**config.mk**
```make
export PLATFORM = sky130hd
export DESIGN_NAME = ram_arbiter
export DESIGN_NICKNAME = d
export VERILOG_FILES = /design/src/rtl/ram_arbiter.sv
export SDC_FILE = /design/constraint.sdc
export NUM_CORES = 1
export LEC_CHECK = 0
export BUFFER_PORTS_ARGS = -buffer_cell sky130_fd_sc_hd__buf_4
export CAP_MARGIN = 15
export CORE_MARGIN = 2
export CORE_UTILIZATION = 49
export CTS_BUF_LIST = sky130_fd_sc_hd__clkbuf_4 sky130_fd_sc_hd__clkbuf_8
export DETAILED_ROUTE_END_ITERATION = 8
export GPL_TIMING_DRIVEN = 0
export PLACE_DENSITY = 0.92
export SKIP_LAST_GASP = 1
export SYNTH_ARGS = -nofsm -noshare
export SYNTH_HDL_FRONTEND = slang
export SYNTH_SLANG_ARGS = --single-unit
```
**constraint.sdc**
```tcl
create_clock -name CLK -period 1.9 [get_ports CLK]
set_clock_uncertainty 0.2 [all_clocks]
set_input_delay 0.285 -clock CLK [delete_from_list [all_inputs] [get_ports CLK]]
set_output_delay 0.285 -clock CLK [all_outputs]
set_load 0.03 [all_outputs]
```
**src/rtl/ram_arbiter.sv**
```systemverilog
// Two-port arbiter/sequencer for the single-port data RAM: fetch vs load/store unit,
// round-robin on ties, IDLE->ISSUE->RESP per access. Optional: RAM_ARB_MISALIGN_CHECK_EN.
module ram_arbiter #(
  parameter int         MXLEN = 32,
  parameter logic [2:0] F3_LW = 3'd2
) (
  input  logic             CLK,
  input  logic             RST_N,
  input  logic             if_req,
  input  logic [MXLEN-1:0] if_addr,
  output logic             if_ack,
  output logic [MXLEN-1:0] if_rdata,
  input  logic             d_req,
  input  logic [MXLEN-1:0] d_addr,
  input  logic [MXLEN-1:0] d_wdata,
  input  logic             d_load,
  input  logic             d_store,
  input  logic [2:0]       d_ops,
  input  logic             d_kill,
  output logic             d_ack,
  output logic [MXLEN-1:0] d_rdata,
  output logic             d_err,
  output logic [MXLEN-1:0] ram_addr,
  output logic [MXLEN-1:0] ram_w_data,
  output logic             ram_load,
  output logic             ram_store,
  output logic [2:0]       ram_load_ops,
  output logic [2:0]       ram_store_ops,
  output logic             ram_exception,
  input  logic [MXLEN-1:0] ram_r_data
);

  typedef enum logic [1:0] {S_IDLE, S_ISSUE, S_RESP} state_t;

  state_t           state, state_nx;
  logic             sel_d;     // 1 = data port owns the access
  logic             last_d;    // round-robin history, 1 = data won last
  logic [MXLEN-1:0] addr_q, wdata_q;
  logic             load_q, store_q, mis_q;
  logic [2:0]       ops_q;
  logic             any_req, grant_d, mis_nx;

  assign any_req = if_req | d_req;
  assign grant_d = d_req & (~if_req | ~last_d);

`ifdef RAM_ARB_MISALIGN_CHECK_EN
  always_comb begin
    mis_nx = 1'b0;
    if (!grant_d)                mis_nx = |if_addr[1:0];
    else if (d_ops[1:0] == 2'b01) mis_nx = d_addr[0];
    else if (d_ops[1:0] == 2'b10) mis_nx = |d_addr[1:0];
  end
`else
  assign mis_nx = 1'b0;
`endif

  always_ff @(posedge CLK or negedge RST_N) begin
    if (!RST_N) state <= S_IDLE;
    else        state <= state_nx;
  end

  always_comb begin
    state_nx      = state;
    ram_addr      = '0;
    ram_w_data    = '0;
    ram_load      = 1'b0;
    ram_store     = 1'b0;
    ram_load_ops  = 3'd0;
    ram_store_ops = 3'd0;
    ram_exception = 1'b0;
    case (state)
      S_IDLE:  if (any_req) state_nx = S_ISSUE;
      S_ISSUE: begin
        state_nx      = S_RESP;
        ram_addr      = addr_q;
        ram_w_data    = wdata_q;
        // misaligned accesses still take the slot but never touch the RAM
        ram_load      = load_q & ~mis_q;
        ram_store     = store_q & ~mis_q;
        ram_load_ops  = load_q ? ops_q : 3'd0;
        ram_store_ops = store_q ? ops_q : 3'd0;
        ram_exception = sel_d & d_kill;
      end
      default: state_nx = S_IDLE;
    endcase
  end

  always_ff @(posedge CLK or negedge RST_N) begin
    if (!RST_N) begin
      sel_d   <= 1'b0;
      last_d  <= 1'b0;
      addr_q  <= '0;
      wdata_q <= '0;
      load_q  <= 1'b0;
      store_q <= 1'b0;
      ops_q   <= 3'd0;
      mis_q   <= 1'b0;
    end else if (state == S_IDLE && any_req) begin
      sel_d  <= grant_d;
      last_d <= grant_d;
      mis_q  <= mis_nx;
      if (grant_d) begin
        addr_q  <= d_addr;
        wdata_q <= d_wdata;
        load_q  <= d_load;
        store_q <= d_store;
        ops_q   <= d_ops;
      end else begin
        addr_q  <= if_addr;
        wdata_q <= '0;
        load_q  <= 1'b1;
        store_q <= 1'b0;
        ops_q   <= F3_LW;
      end
    end
  end

  always_ff @(posedge CLK or negedge RST_N) begin
    if (!RST_N) begin
      if_rdata <= '0;
      d_rdata  <= '0;
    end else if (state == S_ISSUE) begin
      if (sel_d) d_rdata  <= (store_q || d_kill || mis_q) ? '0 : ram_r_data;
      else       if_rdata <= mis_q ? '0 : ram_r_data;
    end
  end

  assign if_ack = (state == S_RESP) & ~sel_d;
  assign d_ack  = (state == S_RESP) & sel_d;
  assign d_err  = (state == S_RESP) & sel_d & mis_q;

endmodule

```
==> flow_summary_export.csv <==
group,metric,value,unit
sta,min_period,2153,ps
finish,final_cell_mix,"219 x buf_4, 134 x dfrtp_1, 86 x dlygate4sd3_1, 81 x buf_6, 64 x nand2_1",
grt,overflow,0,
sta,hold_violations,0,
power_and_ir_drop,vdd_drop_max,0.001087,V
floorplan,fp.dieW,116.2,um
sta,slew_headroom,0.5640,
finish,layout.nets,1034,
logic_synthesis,synth_warnings,0,
cts,clock_sinks,136,
flow_run,max_cap_viol_count,0,
setup_path,end_kind,"output port",
sta,setup_viol,115,
grt,grt_start_max_net_pins,71,
placed_design,placed_cell_area,8477,sq um
run_status,status,"finished, violations left",
power_and_ir_drop,powerDensity,1805,nW/um^2
sta,tightest_slew,654.0,ps
hold_path,hold_path.class,"primary input to flip-flop",
grt,grt_pass1_vias,6302,
logic_synthesis,synth-seq-cells,136,
grt,grt_pass1_wl,34.13,mm
setup_path,critPathMaxStageDelay,430,ps
sta,max_freq,464.4,MHz
sta,finalSetupTns,-14920,ps
finish,drive_gt1_frac,0.5617,
finish,finalInstanceArea,10850,sq um
routing,vias,5938,
run_status,violations,"setup timing",
sta,rsz0062_at_grt,"true",
floorplan,die_h,116.2,um
placed_design,numPlacedInstances,933,
logic_synthesis,yosysSeqAreaShare,0.5522,
routing,routed_wl,25.04,mm
placed_design,gp_congestion,0.8343,
routing,vias_per_cell,5.513,
logic_synthesis,syn_inst,488,
floorplan,rows,40,
sta,finalMaxSlewViolations,0,
finish,area_growth,75.96,%
cts,insertion_delay,420,ps
logic_synthesis,synthArstFlopShare,1.000,
setup_path,worstPathRequired,1410,ps
cts,clk_pin_slew_worst_paths,70,ps
logic_synthesis,ys_types,26,
routing,drt-initial-drc-count,428,
routing,dr.pass1.iters,5,
placed_design,dp_hpwl,13.61,mm
finish,finalCoreUtilization,0.8918,
setup_path,crit_type,"flip-flop to output port",
routing,ant_nets,0,
routing,drc_errors,0,
floorplan,die-area,13490,sq um
routing,wire_per_inst,23.25,um
setup_path,slowest_stage,"dfrtp_2",
logic_synthesis,synth.avg_cell_area,12.63,sq um
logic_synthesis,synth_nets,626,
sta,worst_slack,-253.3,ps
logic_synthesis,ys.flop_type,"dfrtp_1",
power_and_ir_drop,p_leak,5.347,nW
placed_design,port_buffers,276,
grt,antenna_found_initial,0,
setup_path,worstPathArrival,1670,ps
logic_synthesis,synthDominantCellAreaShare,0.5522,
setup_path,cp_cell_sequence,"nor2b_4 -> buf_8 -> clkbuf_8 -> and2_1 -> buf_6",
cts,cts_max_path_buffers,2,
sta,hold_slack,25.98,ps
floorplan,coreArea,12160,sq um
cts,cts_tree,"built",
finish,fin_cells,1077,
finish,mostFrequentLayoutCell,"buf_4",
grt,grt_use_total,0.3391,
floorplan,initial_utilization,0.5068,
sta,fin_crit_sh,1.133,
cts,htreeDepth,4,
setup_path,cp_max_fo,10,
cts,numCtsBuffers,17,
setup_path,start_kind,"flip-flop",
cts,cts-root-buf,"clkbuf_8",
logic_synthesis,synth_edf_count,0,
logic_synthesis,yosys-top-cells-area,"dfrtp_1 55%, mux2_4 12%, mux2_2 7.5%, and2_1 6.7%, a22o_1 5.0%",
logic_synthesis,synth_largest_area_cell,"dfrtp_1",
floorplan,pin_count,278,
logic_synthesis,syn_area,6163,sq um
-- worst max-delay path, delay by kind of cell, from the launching register on --
family,cells,cell delay (ps)
simple gates,2,360
buf+inv,3,480
flops,1,430
-- power by group --
part	switching, mW	internal [mW]
combinational	5.82	5.31
sequential	1.10	4.36
clock	1.17	1.80
total	8.09	11.5
-- cell type report --
cell class,instances,area (sq um)
repair buffers,390,3605
flip-flops and latches,136,3406
multi-input cells,315,2740
fillers,451,1316
plain buffers,35,382.9
clock buffers,20,275.3
clock inverters,11,217.7
well taps,168,210.2
inverters,1,6.256
diodes,1,2.502
-- Yosys cell counts, types with 2 or more instances --
library cell / count
dfrtp_1: 136
and2_1: 66
nand2_1: 64
mux2_4: 50
mux2_2: 41
a22o_1: 35
o21ai_0: 32
clkbuf_1: 19
and3_1: 7
buf_6: 7
buf_2: 6
mux2_1: 5
buf_4: 4
nor2_1: 2
nor2b_1: 2
o22a_1: 2
-- per-stage QoR --
step | power (mW) | worst slack [ps]
detailed placement | 14.04 | -364.4
floorplan | 10.71 | 50.10
finish | 19.57 | -253.3
global route | 20.21 | -334.0
CTS | 18.10 | -285.8
global placement | 13.63 | -293.7
-- path summary, 6_finish.rpt --
kind | startpoint | end | slack [ps] | cells after the start
setup reg to reg | last_d | wdata_q[20] | -70 | 5
hold / removal | if_addr[30] | addr_q[30] | 30 | 3
setup / recovery | state[1] | ram_w_data[18] | -250 | 5
hold reg to reg | d_rdata[13] | d_rdata[13] | 290 | 2
min in group asynchronous | RST_N | d_rdata[10] | 250 | 2
max in group asynchronous | RST_N | wdata_q[7] | 480 | 3
-- registers in the layout (all words and copies together), names as in the netlist --
register,cells
wdata_q,32
if_rdata,32
d_rdata,32
store_q,1
state,2
addr_q,32
ops_q,3
last_d,1
load_q,1
-- cells by family after synthesis --
kind of cell           synth area share
and+or+nand+nor                  0.1238
DFF                              0.5522
muxes                            0.2058
AOI/OAI and AO/OA               0.08283
buffers and inverters           0.03471
other                         0.0006084
-- repair_timing --
action,4_1_cts,5_1_grt
resized for setup,134,66
pin swaps,1,8
buffers inserted,7,12
hold endpoints to repair,174,5
endpoints found under the setup margin,132,201
hold buffers,81,5
gates cloned,1,8
-- metal layers --
layer  track usage  vias to the layer above  part of all wire
li1              -                     2490                 -
met1        0.3671                     2947              0.34
met2        0.6094                      388              0.53
met3       0.07784                      113             0.068
met4        0.1968                        0             0.056
met5             0                        -                 0
Power figures use the tool's default switching activity.
